===== src/rtl/alu_seq.sv =====
// alu_seq: sequential ALU with single-cycle arithmetic, logic, shift and
// rotate operations, plus multi-cycle unsigned multiply (shift-add) and
// unsigned divide (restoring). Each multi-cycle operation takes WIDTH cycles.
//
// Ports:
//   Clk       - system clock; all state changes on the rising edge
//   Reset_n   - asynchronous active-low reset
//   Enable    - block enable; 0 blocks acceptance of new operations
//   InValid   - operation request
//   InReady   - high when an operation can be accepted (state IDLE)
//   Mode      - 5-bit operation select
//   Operand1  - first operand; also the shift/rotate amount (low SHW bits)
//   Operand2  - second operand; the shift/rotate source
//   OutValid  - one-cycle pulse when Result/ResultHi/Flags are updated
//   Result    - primary result, product low half, or quotient
//   ResultHi  - product high half (MUL), remainder (DIV), otherwise 0
//   Flags     - {Z, C, N, V}
module alu_seq #(
  parameter int WIDTH = 8,
  parameter int SHW   = $clog2(WIDTH)
) (
  input  logic             Clk,
  input  logic             Reset_n,
  input  logic             Enable,
  input  logic             InValid,
  output logic             InReady,
  input  logic [4:0]       Mode,
  input  logic [WIDTH-1:0] Operand1,
  input  logic [WIDTH-1:0] Operand2,
  output logic             OutValid,
  output logic [WIDTH-1:0] Result,
  output logic [WIDTH-1:0] ResultHi,
  output logic [3:0]       Flags
);

  localparam int CW  = $clog2(WIDTH + 1);
  localparam int MSB = WIDTH - 1;

  localparam logic [4:0] MODE_ADD   = 5'h00;
  localparam logic [4:0] MODE_SUB   = 5'h01;
  localparam logic [4:0] MODE_PASS1 = 5'h02;
  localparam logic [4:0] MODE_PASS2 = 5'h03;
  localparam logic [4:0] MODE_AND   = 5'h04;
  localparam logic [4:0] MODE_OR    = 5'h05;
  localparam logic [4:0] MODE_XOR   = 5'h06;
  localparam logic [4:0] MODE_SUBR  = 5'h07;
  localparam logic [4:0] MODE_INC   = 5'h08;
  localparam logic [4:0] MODE_DEC   = 5'h09;
  localparam logic [4:0] MODE_ROL   = 5'h0A;
  localparam logic [4:0] MODE_ROR   = 5'h0B;
  localparam logic [4:0] MODE_SLL   = 5'h0C;
  localparam logic [4:0] MODE_SRL   = 5'h0D;
  localparam logic [4:0] MODE_SRA   = 5'h0E;
  localparam logic [4:0] MODE_NEG   = 5'h0F;
  localparam logic [4:0] MODE_MUL   = 5'h10;
  localparam logic [4:0] MODE_DIV   = 5'h11;

  localparam logic [WIDTH-1:0] ONE = {{(WIDTH-1){1'b0}}, 1'b1};

  typedef enum logic {ST_IDLE, ST_BUSY} state_e;

  // Bit order matches the Flags port: [3] Z, [2] C, [1] N, [0] V.
  typedef struct packed {
    logic z;
    logic c;
    logic n;
    logic v;
  } flags_t;

  // Registered state
  state_e           state_q,     state_d;
  logic [CW-1:0]    cnt_q,       cnt_d;
  logic [WIDTH-1:0] acc_q,       acc_d;       // partial product high / partial remainder
  logic [WIDTH-1:0] lo_q,        lo_d;        // multiplier bits / dividend-quotient bits
  logic [WIDTH-1:0] opd_q,       opd_d;       // multiplicand / divisor
  logic             is_div_q,    is_div_d;
  logic             dz_q,        dz_d;        // divide-by-zero seen at acceptance
  logic [WIDTH-1:0] result_q,    result_d;
  logic [WIDTH-1:0] result_hi_q, result_hi_d;
  flags_t           flags_q,     flags_d;
  logic             out_valid_q, out_valid_d;

  logic accept;
  assign InReady = (state_q == ST_IDLE);
  assign accept  = Enable && InValid && InReady;

  // ---------------------------------------------------------------------------
  // Single-cycle datapath
  // ---------------------------------------------------------------------------
  // One shared adder/subtractor serves ADD, SUB, SUBR, INC, DEC and NEG.
  // In the WIDTH+1 bit sum, bit WIDTH is the carry for adds and the borrow
  // for subtracts (x - y wraps with the top bit set exactly when x < y).
  logic [WIDTH-1:0]   ar_x, ar_y;
  logic               ar_sub, ar_used;
  logic [WIDTH:0]     ar_sum;
  logic [SHW-1:0]     sh_amt;
  int unsigned        rot_amt;
  logic [2*WIDTH-1:0] rot_wide, rot_l, rot_r;
  logic [WIDTH-1:0]   sc_res;
  flags_t             sc_flags;

  always_comb begin
    // NOTE: every signal written in a combinational block gets a default
    // first; a path that leaves one unassigned would infer a latch.
    ar_x    = Operand1;
    ar_y    = Operand2;
    ar_sub  = 1'b0;
    ar_used = 1'b0;
    unique case (Mode)
      MODE_ADD:  ar_used = 1'b1;
      MODE_SUB:  begin ar_used = 1'b1; ar_sub = 1'b1; end
      MODE_SUBR: begin ar_used = 1'b1; ar_sub = 1'b1; ar_x = Operand2; ar_y = Operand1; end
      MODE_INC:  begin ar_used = 1'b1; ar_y = ONE; end
      MODE_DEC:  begin ar_used = 1'b1; ar_sub = 1'b1; ar_y = ONE; end
      MODE_NEG:  begin ar_used = 1'b1; ar_sub = 1'b1; ar_x = '0; ar_y = Operand1; end
      default:   ;
    endcase
  end

  assign ar_sum = ar_sub ? ({1'b0, ar_x} - {1'b0, ar_y})
                         : ({1'b0, ar_x} + {1'b0, ar_y});

  // Rotates shift a doubled copy of the operand; the amount is reduced
  // modulo WIDTH so that non-power-of-two widths still rotate correctly.
  assign sh_amt   = Operand1[SHW-1:0];
  assign rot_amt  = 32'(sh_amt) % 32'(WIDTH);
  assign rot_wide = {Operand2, Operand2};
  assign rot_l    = rot_wide << rot_amt;
  assign rot_r    = rot_wide >> rot_amt;

  always_comb begin
    sc_res   = Operand2;
    sc_flags = flags_q;
    unique case (Mode)
      MODE_ADD, MODE_SUB, MODE_SUBR,
      MODE_INC, MODE_DEC, MODE_NEG: sc_res = ar_sum[MSB:0];
      MODE_PASS1: sc_res = Operand1;
      MODE_PASS2: sc_res = Operand2;
      MODE_AND:   sc_res = Operand1 & Operand2;
      MODE_OR:    sc_res = Operand1 | Operand2;
      MODE_XOR:   sc_res = Operand1 ^ Operand2;
      MODE_ROL:   sc_res = rot_l[2*WIDTH-1:WIDTH];
      MODE_ROR:   sc_res = rot_r[MSB:0];
      MODE_SLL:   sc_res = Operand2 << sh_amt;
      MODE_SRL:   sc_res = Operand2 >> sh_amt;
      MODE_SRA:   sc_res = $unsigned($signed(Operand2) >>> sh_amt);
      default:    sc_res = Operand2;   // 0x12-0x1F alias PASS2
    endcase
    sc_flags.n = sc_res[MSB];
    sc_flags.z = (sc_res == '0);
    // C and V only move for arithmetic modes; everything else keeps them.
    if (ar_used) begin
      sc_flags.c = ar_sum[WIDTH];
      // Add overflows when the operand MSBs match; subtract when they differ.
      // In both cases the result MSB must differ from the first operand's.
      sc_flags.v = ((ar_x[MSB] ^ ar_y[MSB]) == ar_sub) && (sc_res[MSB] != ar_x[MSB]);
    end
  end

  // ---------------------------------------------------------------------------
  // Multi-cycle iteration step
  // ---------------------------------------------------------------------------
  logic [WIDTH:0]   mul_sum;
  logic [WIDTH:0]   div_trial;
  logic [WIDTH-1:0] acc_step, lo_step;

  // Shift-add: add the multiplicand when the current multiplier bit is set,
  // then shift the {acc, lo} pair right; product bits fill lo from the top.
  assign mul_sum = {1'b0, acc_q} + (lo_q[0] ? {1'b0, opd_q} : '0);
  // Restoring division: shift the next dividend bit into the remainder and
  // try subtracting the divisor; a clear top bit means the subtraction fits.
  // A zero divisor always fits, so the quotient saturates to all ones and the
  // remainder ends up holding the dividend.
  assign div_trial = {acc_q, lo_q[MSB]} - {1'b0, opd_q};

  always_comb begin
    if (is_div_q) begin
      if (!div_trial[WIDTH]) begin
        acc_step = div_trial[MSB:0];
        lo_step  = {lo_q[MSB-1:0], 1'b1};
      end else begin
        acc_step = {acc_q[MSB-1:0], lo_q[MSB]};
        lo_step  = {lo_q[MSB-1:0], 1'b0};
      end
    end else begin
      acc_step = mul_sum[WIDTH:1];
      lo_step  = {mul_sum[0], lo_q[MSB:1]};
    end
  end

  // ---------------------------------------------------------------------------
  // Next-state logic
  // ---------------------------------------------------------------------------
  always_comb begin
    state_d     = state_q;
    cnt_d       = cnt_q;
    acc_d       = acc_q;
    lo_d        = lo_q;
    opd_d       = opd_q;
    is_div_d    = is_div_q;
    dz_d        = dz_q;
    result_d    = result_q;
    result_hi_d = result_hi_q;
    flags_d     = flags_q;
    out_valid_d = 1'b0;

    unique case (state_q)
      ST_IDLE: begin
        if (accept) begin
          if (Mode == MODE_MUL || Mode == MODE_DIV) begin
            state_d  = ST_BUSY;
            cnt_d    = CW'(WIDTH);
            acc_d    = '0;
            lo_d     = Operand1;
            opd_d    = Operand2;
            is_div_d = (Mode == MODE_DIV);
            dz_d     = (Operand2 == '0);
          end else begin
            result_d    = sc_res;
            result_hi_d = '0;
            flags_d     = sc_flags;
            out_valid_d = 1'b1;
          end
        end
      end
      ST_BUSY: begin
        // Enable is deliberately ignored here: a running op always completes.
        acc_d = acc_step;
        lo_d  = lo_step;
        cnt_d = cnt_q - CW'(1);
        if (cnt_q == CW'(1)) begin
          state_d     = ST_IDLE;
          result_d    = lo_step;
          result_hi_d = acc_step;
          out_valid_d = 1'b1;
          flags_d.n   = lo_step[MSB];
          flags_d.z   = (lo_step == '0);
          if (is_div_q) begin
            flags_d.c = 1'b0;
            flags_d.v = dz_q;
          end else begin
            flags_d.c = (acc_step != '0);
            flags_d.v = (acc_step != '0);
          end
        end
      end
      default: state_d = ST_IDLE;
    endcase
  end

  // ---------------------------------------------------------------------------
  // State registers
  // ---------------------------------------------------------------------------
  always_ff @(posedge Clk or negedge Reset_n) begin
    if (!Reset_n) begin
      state_q     <= ST_IDLE;
      cnt_q       <= '0;
      acc_q       <= '0;
      lo_q        <= '0;
      opd_q       <= '0;
      is_div_q    <= 1'b0;
      dz_q        <= 1'b0;
      result_q    <= '0;
      result_hi_q <= '0;
      flags_q     <= '0;
      out_valid_q <= 1'b0;
    end else begin
      // NOTE: sequential state uses non-blocking assignments so every register
      // samples its pre-edge value regardless of statement order.
      state_q     <= state_d;
      cnt_q       <= cnt_d;
      acc_q       <= acc_d;
      lo_q        <= lo_d;
      opd_q       <= opd_d;
      is_div_q    <= is_div_d;
      dz_q        <= dz_d;
      result_q    <= result_d;
      result_hi_q <= result_hi_d;
      flags_q     <= flags_d;
      out_valid_q <= out_valid_d;
    end
  end

  assign OutValid = out_valid_q;
  assign Result   = result_q;
  assign ResultHi = result_hi_q;
  assign Flags    = flags_q;

endmodule


===== config.mk =====
export PLATFORM = sky130hd
export DESIGN_NAME = alu_seq
export DESIGN_NICKNAME = d
export VERILOG_FILES = /design/src/rtl/alu_seq.sv
export SDC_FILE = /design/constraint.sdc
export NUM_CORES = 1
export LEC_CHECK = 0
export BUFFER_PORTS_ARGS = -buffer_cell sky130_fd_sc_hd__buf_4
export CORE_AREA = 3 3 148 164
export DETAILED_ROUTE_END_ITERATION = 8
export DIE_AREA = 0 0 151 167
export GPL_TIMING_DRIVEN = 0
export SETUP_SLACK_MARGIN = 0.02
export SYNTH_ARGS = -nofsm -noshare
export SYNTH_HDL_FRONTEND = slang
export SYNTH_SLANG_ARGS = --single-unit

===== constraint.sdc =====
create_clock -name Clk -period 2.9 [get_ports Clk]
set_clock_uncertainty 0.15 [all_clocks]
set_input_delay 0.435 -clock Clk [delete_from_list [all_inputs] [get_ports Clk]]
set_output_delay 0.435 -clock Clk [all_outputs]
set_load 0.05 [all_outputs]

==> key figures <==
Status
  – Run status: complete, but fails checks
  – Failing checks: negative hold slack, negative setup slack

STA
  – Final hold vios: 1
  – Post-route setup slack: -0.706 ns
  – Top achievable clock speed: between 200 and 300 MHz
  – Least-Margin Pin Slew: 0.775 ns
  – Max_slew headroom: about 47%
  – Crit share post-route: 124%
  – Crit path time final: around 3.6 ns
  – RSZ-0062 raised after global routing: yes
  – Hold WS: -0.00166 ns
  – Final Setup Violations: 10
  – Max-slew violation count: 0

Route
  – Vias per cell: about 5.4
  – DR pass1 iterations: 5
  – DR iter-0 viols: between 500 and 600
  – Routed wire length: 20400 um
  – Wire per inst: between 15 and 20 um
  – Remaining DRCs: 0
  – Remaining antenna violation count: 0
  – Detailed-route via count: 6065

Yosys
  – Synthesized area per cell: between 7 and 8 sq um
  – Netlist cell types: 84
  – Simple-gate area share of the yosys netlist: 21.9%
  – Most area-consuming cells after synthesis: dfrtp_1 (23%), ha_1 (9.3%), nand2_1 (5.6%)
  – Mapped Area: between 0.005 and 0.006 sq mm
  – XOR/XNOR Fraction of Synth Area: under 10%
  – Post-synthesis sequential area ratio: a little under a quarter
  – Synth Area in Compound Gates: about 27%
  – Syn_nets: slightly below 800
  – Ys flop type: dfrtp_1
  – Cell count after synthesis: 711
  – FFs w/ async S/R, synth: 100%
  – Post-synth EDFFs: 0
  – Flops & latches, synth: 51
  – YS warnings: 0
  – Synth top area share: between 20 and 25%
  – Largest family of logic cells by synthesized area: compound AO/OA/AOI/OAI gates
  – Post-synthesis mux area share: 8.63%
  – Post-synth top area cell: dfrtp_1
  – Post-Synth Adder-Cell Area: between 10% and 20%

Hold path
  – Hold Crit Class: input pin to asynchronous set/reset pin

Global routing
  – Initial antenna violation count: 0
  – Largest net degree at the start of global routing: 52
  – Grt total ovfl: 0
  – Number of global-route vias before repair: between 5000 and 6000
  – First-pass GRT wire length: around 32000 um
  – Gr usage total: 15.5%

Clocking
  – Clock buffers created by TritonCTS: 5
  – Level count of the clock H-tree: 2
  – Clock-pin transition on the worst setup and hold timing paths: 0.06 ns
  – CTS tree: done
  – CTS root buf: clkbuf_16
  – CTS Hold Buffers Added: 0
  – Max Root-Sink Buffers: 2
  – Worst skew pair latency: between 0.2 and 0.3 ns
  – Sink Count: just over 50

Setup path
  – Cells on worst reg2reg path: 11
  – Worst EP arrival: 3.63 ns
  – Startpoint types: input pin
  – Slowest stage delay, CP: around 0.34 ns
  – Crit path max fanout: 10
  – Slowest cell on crit path: nor2_1
  – Reg2Reg Setup Slack: -0.56 ns
  – Worst reg2reg startpoint: opd_q[0]$_DFFE_PN0P_
  – Req. time, crit path: just under 3 ns
  – Worst Setup End Kind: flop
  – Critical path type: input pin to flop
  – Reg-to-reg endpoint: Flags[0]$_DFFE_PN0P_
  – Worst-path cell chain: buf_4 -> clkbuf_2 -> nor2_1 -> a21oi_4 -> a211oi_4 -> o2111ai_2 -> buf_4 -> nand3_2 -> nand3_2 -> o21ai_2 -> ha_4 -> a21oi_2 -> o22ai_2 -> nand2_1 -> o211ai_1 -> o32ai_2 -> o211ai_2 -> mux2i_1 -> o221a_1

Flow run
  – Maxcap violations: 0

Placement
  – Post-Place Worst Slack: -1.58 ns
  – IO buf count: 46
  – Detailed placer's ending HPWL: 15300 um
  – Routability congestion estimate: 0.967
  – Area of placed instances: 0.00648 sq mm

Layout
  – Nets: about 880
  – # fillers: roughly 2400
  – FF/Latch Area: 0.00128 sq mm
  – Area taken by multi-input logic gates: around 0.0046 sq mm
  – Design area: between 0.007 and 0.008 sq mm
  – ANT cells: 0
  – Area Overhead vs Synth: 35.0%
  – Share of cells above drive strength 1: 30.8%

Power
  – Power Dens Cells: between 700 and 800 mW/mm^2
  – Leak: roughly 3.3 nW
  – Maximum VDD drop: around 340 uV

Die
  – CORE AREA: around 0.023 sq mm
  – Rows: 58
  – Top-level I/O count: 47
  – Die H: about 170 um
  – Die area: 0.0252 sq mm
  – Starting Density: 24.7%
  – Horiz. Die Dim: 151 um
[synth_stat cells, types with 14 or more instances]
master	number
a21oi_1	35
ha_1	42
mux2i_1	26
nand3_1	18
nor3_1	16
mux2_2	18
o21ai_0	40
nand2_1	84
nor2_1	42
o211ai_1	14
inv_1	39
dfrtp_1	51
clkbuf_1	32
[metrics by stage]
step / setup TNS (ns) / std cells / utilization [%] / total power [W] / hold WS (ns)
after floorplan: -2.81 / 711 / - / 0.00348 / -0.0106
after global placement: -15.98 / 1057 / 28.4 / 0.00433 / 0.315
after detailed placement: -16.51 / 1057 / 28.4 / 0.00435 / 0.320
after CTS: -5.06 / 1093 / 31.1 / 0.00527 / 0.0531
after global routing: -7.30 / 1113 / 33.3 / 0.00607 / 0.0747
final: -5.19 / 1113 / 33.3 / 0.00568 / -0.00166
[cell type report]
cell class	count	area share [%]
inverters	42	2.09
plain buffers	48	4.17
flip-flops and latches	51	16.8
clock inverters	1	0.395
well taps	300	4.94
multi-input cells	568	60.0
clock buffers	6	1.70
repair buffers	97	9.84
[worst max-delay path by stage]
stage / from / endpoint / slack (ns) / cells past startpoint
floorplan: Mode[1] / Flags[0]$_DFFE_PN0P_ / -0.62 / 19
global placement: Operand1[1] / Flags[0]$_DFFE_PN0P_ / -1.47 / 19
detailed placement: Operand1[1] / Flags[0]$_DFFE_PN0P_ / -1.58 / 19
CTS: Mode[1] / Flags[0]$_DFFE_PN0P_ / -0.83 / 20
global route: Mode[1] / Flags[3]$_DFFE_PN0P_ / -0.84 / 20
finish: Operand2[1] / Flags[0]$_DFFE_PN0P_ / -0.71 / 19
[power breakdown]
| group | internal (W) | leakage [nW] | switching (W) |
|---|---|---|---|
| clock | 0.000403 | 0.0769 | 0.000250 |
| sequential | 0.00101 | 0.630 | 0.000299 |
| combinational | 0.00153 | 2.59 | 0.00218 |
| total | 0.00295 | 3.30 | 0.00273 |
[placed cells by master (no fill, tap or decap), types with 7 or more instances in the layout]
master / count
buf_4: 94
nand2_1: 83
dfrtp_1: 50
nor2_1: 39
inv_1: 35
ha_1: 33
o21ai_0: 31
a21oi_1: 25
clkbuf_1: 23
mux2i_1: 22
mux2_2: 16
nand3_1: 14
o211ai_1: 14
nor3_1: 14
a21o_1: 12
buf_6: 10
o21a_1: 10
xnor2_1: 9
a211oi_1: 9
nor2b_1: 9
o21ai_2: 9
a21oi_2: 8
o31ai_1: 8
and2_1: 8
xor2_1: 7
o21ai_1: 7
or3_1: 7
[worst max-delay path: cells and delay by family]
family          cells  cell delay [ns]
buf+inv             3             0.57
fa+ha+maj           1             0.24
compound gates     10             1.66
mux                 1             0.15
simple gates        4             0.57
[registers in the layout, indices dropped and copies added (netlist names), 3 cells and up]
signal	count
ResultHi	8
Result	8
lo_q	8
cnt_q	4
acc_q	8
Flags	3
opd_q	8
[repair_timing]
item | 4_1_cts | 5_1_grt
pin swaps | 33 | 53
cloned | 1 | 0
endpoints found under the setup margin | 28 | 28
setup buffers | 29 | 21
gates resized for setup | 56 | 74
[per-layer routing]
metal,track usage [%],part of all wire (%)
met1,21.0,43
met2,25.6,47
met3,2.29,6.7
met4,4.42,2.9
met5,0,0
[kinds of logic (layout without fill, tap and decap cells)]
family                   after synthesis  count (layout)
multiplexers                          45              45
AO/OA/AOI/OAI                        219             219
buffers and inverters                 92             194
XOR/XNOR                              16              16
AND/OR/NAND/NOR                      243             243
adder cells (fa/ha/maj)               45              45
flip-flops                            51              51
Power figures use the tool's default switching activity.
